===== src/rtl/wide_compare_seq.sv =====
// Multi-cycle wide magnitude comparator: walks operand bytes MSB to LSB through a single
// 8-bit comparator, stopping at the first unequal byte, with a start/busy/done handshake.
module wide_compare_seq #(
    parameter int unsigned BYTES = 4,
    localparam int unsigned CntW = $clog2(BYTES + 1),
    localparam int unsigned IdxW = $clog2(BYTES)
) (
    input  logic                 clk,
    input  logic                 rst_n,
    input  logic                 start,
    input  logic                 signed_mode,
    input  logic [8*BYTES-1:0]   op_a,
    input  logic [8*BYTES-1:0]   op_b,
    output logic                 busy,
    output logic                 done,
    output logic                 eq,
    output logic                 gt,
    output logic                 lt,
    output logic [CntW-1:0]      bytes_used
);

    typedef enum logic [1:0] {StIdle, StCmp, StDone} state_e;

    state_e              state_q, state_d;
    logic [8*BYTES-1:0]  a_q, a_d, b_q, b_d;
    logic                signed_q, signed_d;
    logic [IdxW-1:0]     index_q, index_d;
    logic [CntW-1:0]     count_q, count_d;
    logic                eq_q, eq_d, gt_q, gt_d, lt_q, lt_d;
    logic [CntW-1:0]     used_q, used_d;

    // Shared 8-bit comparator datapath (a, b -> eq_out, gt_out)
    logic [7:0] cmp_a, cmp_b;
    logic       eq_out, gt_out;

    always_comb begin
        cmp_a = a_q[8*index_q +: 8];
        cmp_b = b_q[8*index_q +: 8];
        // Flipping both sign bits maps two's-complement order onto unsigned order.
        if (signed_q && (index_q == IdxW'(BYTES - 1))) begin
            cmp_a[7] = ~cmp_a[7];
            cmp_b[7] = ~cmp_b[7];
        end
        eq_out = (cmp_a == cmp_b);
        gt_out = (cmp_a > cmp_b);
    end

    always_comb begin
        state_d  = state_q;
        a_d      = a_q;
        b_d      = b_q;
        signed_d = signed_q;
        index_d  = index_q;
        count_d  = count_q;
        eq_d     = eq_q;
        gt_d     = gt_q;
        lt_d     = lt_q;
        used_d   = used_q;

        unique case (state_q)
            StIdle: begin
                if (start) begin
                    a_d      = op_a;
                    b_d      = op_b;
                    signed_d = signed_mode;
                    index_d  = IdxW'(BYTES - 1);
                    count_d  = '0;
                    eq_d     = 1'b0;
                    gt_d     = 1'b0;
                    lt_d     = 1'b0;
                    used_d   = '0;
                    state_d  = StCmp;
                end
            end
            StCmp: begin
                if (!eq_out) begin
                    eq_d    = 1'b0;
                    gt_d    = gt_out;
                    lt_d    = ~gt_out;
                    used_d  = count_q + CntW'(1);
                    state_d = StDone;
                end else if (index_q != '0) begin
                    index_d = index_q - IdxW'(1);
                    count_d = count_q + CntW'(1);
                end else begin
                    eq_d    = 1'b1;
                    gt_d    = 1'b0;
                    lt_d    = 1'b0;
                    used_d  = CntW'(BYTES);
                    state_d = StDone;
                end
            end
            StDone: begin
                state_d = StIdle;
            end
            default: begin
                state_d = StIdle;
            end
        endcase
    end

    always_ff @(posedge clk) begin
        if (!rst_n) begin
            state_q  <= StIdle;
            a_q      <= '0;
            b_q      <= '0;
            signed_q <= 1'b0;
            index_q  <= IdxW'(BYTES - 1);
            count_q  <= '0;
            eq_q     <= 1'b0;
            gt_q     <= 1'b0;
            lt_q     <= 1'b0;
            used_q   <= '0;
        end else begin
            state_q  <= state_d;
            a_q      <= a_d;
            b_q      <= b_d;
            signed_q <= signed_d;
            index_q  <= index_d;
            count_q  <= count_d;
            eq_q     <= eq_d;
            gt_q     <= gt_d;
            lt_q     <= lt_d;
            used_q   <= used_d;
        end
    end

    assign busy       = (state_q == StCmp);
    assign done       = (state_q == StDone);
    assign eq         = eq_q;
    assign gt         = gt_q;
    assign lt         = lt_q;
    assign bytes_used = used_q;

endmodule

===== config.mk =====
export PLATFORM = sky130hd
export DESIGN_NAME = wide_compare_seq
export DESIGN_NICKNAME = d
export VERILOG_FILES = /design/src/rtl/wide_compare_seq.sv
export SDC_FILE = /design/constraint.sdc
export NUM_CORES = 1
export LEC_CHECK = 0
export ABC_CLOCK_PERIOD_IN_PS = 5600
export CAP_MARGIN = 10
export CORE_MARGIN = 2
export CORE_UTILIZATION = 43
export CTS_BUF_LIST = sky130_fd_sc_hd__clkbuf_4
export DETAILED_ROUTE_END_ITERATION = 7
export PLACE_DENSITY = 0.73
export SLEW_MARGIN = 20
export SYNTH_ARGS = -nofsm -noshare
export SYNTH_HDL_FRONTEND = slang
export SYNTH_SLANG_ARGS = --single-unit

===== constraint.sdc =====
create_clock -name clk -period 5.6 [get_ports clk]
set_clock_uncertainty 0.2 [all_clocks]
set_input_delay 1.4 -clock clk [delete_from_list [all_inputs] [get_ports clk]]
set_output_delay 1.4 -clock clk [all_outputs]
set_load 0.01 [all_outputs]

# ---- Word level (Yosys, flattened, before mapping)
# Index checks and enable logic that the tools add are counted.
# Widths: inputs -> output; s select.
dict set report classes {
  addsub 2
  magnitude_cmp 1
  n_eq_ne 8
  shifts 2
  mux 26
  bitwise_logic 3
  n_reduce_logical 8
}
# cell count
set op_table {}
lappend op_table {{$shiftx 32x6->8} 2}
lappend op_table {{$mux 3} 5}
lappend op_table {{$mux 2} 6}
lappend op_table {{$pmux 3 s2} 2}
lappend op_table {{$eq 8x8->1} 1}
lappend op_table {{$gt 8x8->1} 1}
lappend op_table {{$mux 1} 8}
lappend op_table {{$pmux 2 s2} 2}
lappend op_table {{$pmux 1 s2} 3}
lappend op_table {{$eq 2x2->1 const B} 2}
lappend op_table {{$ne 2x1->1 const B} 2}
lappend op_table {{$reduce_and 2->1} 2}
lappend op_table {{$reduce_and 4->1} 1}
lappend op_table {{$reduce_bool 2->1} 2}
lappend op_table {{$add 3x1->3 const B} 1}
lappend op_table {{$ne 3x3->1 const B} 1}
lappend op_table {{$not 1->1} 3}
lappend op_table {{$reduce_and 3->1} 1}
lappend op_table {{$eq 2x1->1 const B} 1}
lappend op_table {{$logic_not 2->1} 1}
lappend op_table {{$ne 2x2->1 const B} 1}
lappend op_table {{$sub 2x1->2 const B} 1}
lappend op_table {{$logic_and 1x1->1} 1}
dict set report word_totals {
  ff_bits 78
  input_bits 68
  out_inout_bits 8
}

# ---- Depth between registers and ports, before layout
dict set report logic_depth {
  depth_word 7
  depth_mapped 9
}

# ---- Worst setup path before layout
# OpenSTA, ideal clock, no wires.
dict set report synth_path {
  kind {reg2reg}
  startpoint {register index_q[0]}
  endpoint {register count_q[2]}
  setup_ns 0.128
  t_arrival_ns 2.451
  required_time_ns 5.272
  path_slack_ns 2.821
  stages_incl_launch_ff 9
  path_buffers 2
  path_cell_list {dfxtp_1 > buf_2 > buf_4 > mux4_2 > ha_1 > nand4_1 > or2_1 > o311ai_1 > a21boi_1}
}
dict set report synth_between {
  elab_chain_cells 6
  word_cells_on_any_way 13
  classes_between {eq/ne (4); shift (2); mux (2); bitwise (2); reduce/logical (3)}
}
# item line_no
set synth_rtl {}
lappend synth_rtl {{from (decl)} 27} ;# logic [IdxW-1:0] index_q, index_d;
lappend synth_rtl {{from (signal assigned)} 108} ;# index_q <= IdxW'(BYTES - 1);
lappend synth_rtl {{from (signal assigned)} 119} ;# index_q <= index_d;
lappend synth_rtl {{$shiftx 32x6->8, or another cell as far along} 37} ;# cmp_a = a_q[8*index_q +: 8];
lappend synth_rtl {{$not 1->1, or another cell as far along} 41} ;# cmp_a[7] = ~cmp_a[7];
lappend synth_rtl {{$mux 1} 40} ;# if (signed_q && (index_q == IdxW'(BYTES - 1))) begin
lappend synth_rtl {{$eq 8x8->1} 44} ;# eq_out = (cmp_a == cmp_b);
lappend synth_rtl {{$ne 2x1->1 (no source line)} n/a}
lappend synth_rtl {{$reduce_and 4->1 (no source line) *} n/a}
lappend synth_rtl {{to (signal assigned)} 120} ;# count_q <= count_d;
lappend synth_rtl {{to (decl)} 28} ;# logic [CntW-1:0] count_q, count_d;
# Every way passes the cells marked *; elsewhere a longest branch is shown, timed or not.
# A chain may end at the register's enable or synchronous reset.

# ---- Final worst setup path
dict set report layout_path {
  startpoint {register index_q[0]}
  endpoint {register index_q[1]}
}
dict set report layout_between {
  elab_chain_cells 6
  word_cells_on_any_way 17
  classes_between {add/sub (1); eq/ne (4); shift (2); mux (5); bitwise (2); reduce/logical (3)}
}
# item line_no
set layout_rtl {}
lappend layout_rtl {{$shiftx 32x6->8, or another cell as far along} 37}
lappend layout_rtl {{$not 1->1, or another cell as far along} 41}
lappend layout_rtl {{$mux 1} 40}
lappend layout_rtl {{$eq 8x8->1} 44}
lappend layout_rtl {{$ne 2x1->1 (no source line)} n/a}
lappend layout_rtl {{$reduce_and 4->1 (no source line)} n/a}
# Parallel ways exist; a longest one is shown, timed or not. The select of a mux whose other input is x is not followed.

==> parameters.txt <==
Parameter                              Value

Run status
  Run status    completed

Synthesis
  Number of synthesized flops with an enable pin    0
  Post-synthesis cell type with the largest combined area    dfxtp_1
  Seq/Total Area, Yosys    43.4%
  Commonest cells post-synth    nand2_1, dfxtp_1, a21boi_1, mux4_2
  Top cells by area, synth    dfxtp_1, nand2_1, a21boi_1
  Top-count cell post-synth    nand2_1
  Synth Net Count    473
  Seq cells post-synth    78
  Post-synthesis cell count    394
  Predominant post-synthesis flop cell    dfxtp_1
  Combined area of all synthesized cells    3600 µm²
  Mean Syn Cell Area    9.14 µm²
  Number of warnings issued by yosys    0
  Share of synthesized registers carrying an async set or reset    0%
  Post-synthesis cell type count    40
  Share of the synthesized area in the top cell type    43.4%

Die
  Count of boundary I/O pins    76
  Site row count    33
  Floorplan die area    9120 µm²
  Starting density of the core    44.0%
  Core region area    8180 µm²
  Floorplan die height    95.5 µm
  Horizontal extent of the die    95.5 µm

Timing
  Unrepaired setup endpoints after global routing    no
  Transition at the pin with the smallest max-transition slack    973 ps
  Crit path time final    3440 ps
  Final hold violations    0
  Tcrit/Tclk final    61.4%
  Final setup violation count    0
  Number of slew-limit violations in the final report    0
  Worst max-slew margin expressed relative to the limit    35.0%
  Max Freq    0.291 GHz
  Post-route worst setup slack    2160 ps
  Post-Route Setup TNS    0 ps

Cells and area
  Post-route design area    4490 µm²
  # fillers    780
  Final Non-Filler Cells    565
  Relative area change from synthesis to final layout    24.9%
  Final Net Count    535
  Fraction of final layout cells sized beyond drive strength 1    9.15%

Worst setup path
  Flop-to-flop setup slack    2160 ps
  Largest driver fanout on the critical path    16
  Setup crit end kind    flop
  Beginning of the worst register-to-register path    index_q[0]$_SDFFE_PN1P_
  Setup crit start kind    flop
  Category of the critical setup timing path    reg -> reg
  Endpoint of the worst-slack reg-to-reg timing path    index_q[1]$_SDFFE_PN1P_
  Worst reg2reg path depth    7
  Critical path arrival    3510 ps
  CP Data Required Time    5680 ps

Global routing
  First-pass GRT wire length    12400 µm
  Maximum number of pins on one net before global-route repair    81
  Antenna violations before repair    1
  Number of global-route vias before repair    2796
  Final global-route overflow total    0
  Global-route total usage across every layer    17.6%

Pwr
  Leak    1.75 nW
  Proportion of power drawn by flip-flops and latches    48.9%
  Power density normalized to cell area    296 nW/µm²
  Final Power    1.33 mW
  Internal Pwr Total    930 µW
  P_sw    400 µW
  Clk pwr share    24.0%
  Share of total power consumed by net switching    30.1%
  Comb pwr share    27.1%
  Maximum VDD drop    0.000133 V

Placed design
  Number of input and output port buffers inserted    75
  Sum of net half-perimeters after detailed placement    5230 µm
  Instance area at placement    4360 µm²
  Setup WS pre-CTS    1860 ps
  Cells after DPL    550
  Global placement routability congestion    0.872

Clocking
  Number of sinks on the clock net    78
  Clock tree buffer depth    2
  H-tree Lvls    3
  Number of hold-repair buffers added at the cts stage    0
  Source-to-sink clock delay at the later pin of the worst-skew pair    420 ps
  Total of cells resized after clock tree synthesis    0
  Clock tree from TritonCTS    done
  Root buf cell    clkbuf_4
  Post-CTS setup-driven buffer insertion count    0
  Number of clock buffers inserted by TritonCTS    9
  Clock edge transition at the registers on the reported setup and hold paths    110 ps

Route
  Mean number of vias per cell    5.02
  DRC violation total after the first TritonRoute iteration    155
  Number of nets with antenna violations after detailed routing    0
  Total via count in the routed design    2839
  Wire length per cell after detailed routing    13.0 µm
  First drt pass iteration count    4
  WL final    7340 µm
  Post-route DRC violation count    0

Hold path
  Worst min-delay path category    reg -> reg
  WHS Path Cells    2
  Hold_sp    b_q[15]$_SDFFE_PN0P_
  Hold worst-path end    b_q[15]$_SDFFE_PN0P_

Run
  Max Cap Violations    0
## worst max path at each step
stage               slack [ps]  cells past startpoint                     from                      end
floorplan                 2820                      8  index_q[0]$_SDFFE_PN1P_  count_q[2]$_SDFFE_PN0P_
global placement          1930                      6                    start          lt$_SDFFE_PN0P_
detailed placement        1860                      6                    start          lt$_SDFFE_PN0P_
CTS                       2090                      7  index_q[0]$_SDFFE_PN1P_  index_q[1]$_SDFFE_PN1P_
global route              1870                      7  index_q[0]$_SDFFE_PN1P_  count_q[2]$_SDFFE_PN0P_
finish                    2160                      7  index_q[0]$_SDFFE_PN1P_  index_q[1]$_SDFFE_PN1P_
## critical path: stages (launching register included)
cell and delay (ps):
dfxtp_1 970, mux4_2 640, xor2_1 170, ha_1 340, nand4_2 210, nor4_2 490
and3_1 230, a31oi_1 50
## through the flow
stage               util, %  hold slack, ps
finish                 55.0             258
global route           55.0             278
CTS                    54.9             259
detailed placement     53.4             244
global placement       53.4             239
floorplan                 -             232
## registers in the layout, summed over array words and instances (netlist names)
| signal | count |
|---|---|
| eq | 1 |
| signed_q | 1 |
| a_q | 32 |
| b_q | 32 |
| count_q | 3 |
| lt | 1 |
| index_q | 2 |
| bytes_used | 3 |
| state_q | 2 |
| gt | 1 |
## final cells by class
cell class                 count  area, µm²  area share (%)
sequential                    78       1560            34.7
multi-input combinational    279       1870            41.5
clock inverter                 2       35.0           0.780
clock buffer                  12       90.1            2.00
inverter                      10       37.5           0.835
tap                          105        131            2.92
timing repair buffer          78        771            17.1
antenna                        1       2.50          0.0557
## cells in the final DEF, fill, tap and decap left out, types with 2 or more instances in the layout
cell type / instances
nor2_1: 4
nand3_1: 2
o21ai_1: 2
clkbuf_4: 12
mux4_2: 16
inv_1: 9
nand2_1: 134
o21ai_0: 4
nand2b_1: 3
a21boi_1: 66
xor2_1: 2
buf_4: 4
clkdlybuf4s50_1: 74
a21oi_1: 7
dfxtp_1: 78
nand4_1: 3
ha_1: 11
nor2b_1: 3
## power by group through the flow
| stage | registers [mW] | clock network [mW] | logic (mW) |
|---|---|---|---|
| after detailed placement | 0.665 | 0 | 0.362 |
| final | 0.651 | 0.320 | 0.360 |
| after CTS | 0.652 | 0.328 | 0.362 |
| after floorplan | 0.654 | 0 | 0.263 |
| after global routing | 0.661 | 0.351 | 0.406 |
| after global placement | 0.661 | 0 | 0.354 |
## logic make-up after synthesis
group | Yosys count | share of synthesized area, %
simple gates | 159 | 18.5
compound gates | 90 | 18.5
flops | 78 | 43.4
buf+inv | 37 | 5.07
mux | 16 | 10.0
fa+ha+maj | 11 | 3.82
xor+xnor | 3 | 0.730
## layer usage
| metal | GRT usage, % | up-vias | part of all wire [%] |
|---|---|---|---|
| met1 | 21.8 | 1313 | 44 |
| met3 | 5.22 | 9 | 3.9 |
| met5 | 0 | - | 0 |
| met4 | 5.60 | 0 | 1.6 |
| met2 | 29.5 | 58 | 50 |
| li1 | - | 1459 | - |
(Power assumes the default switching activity.)
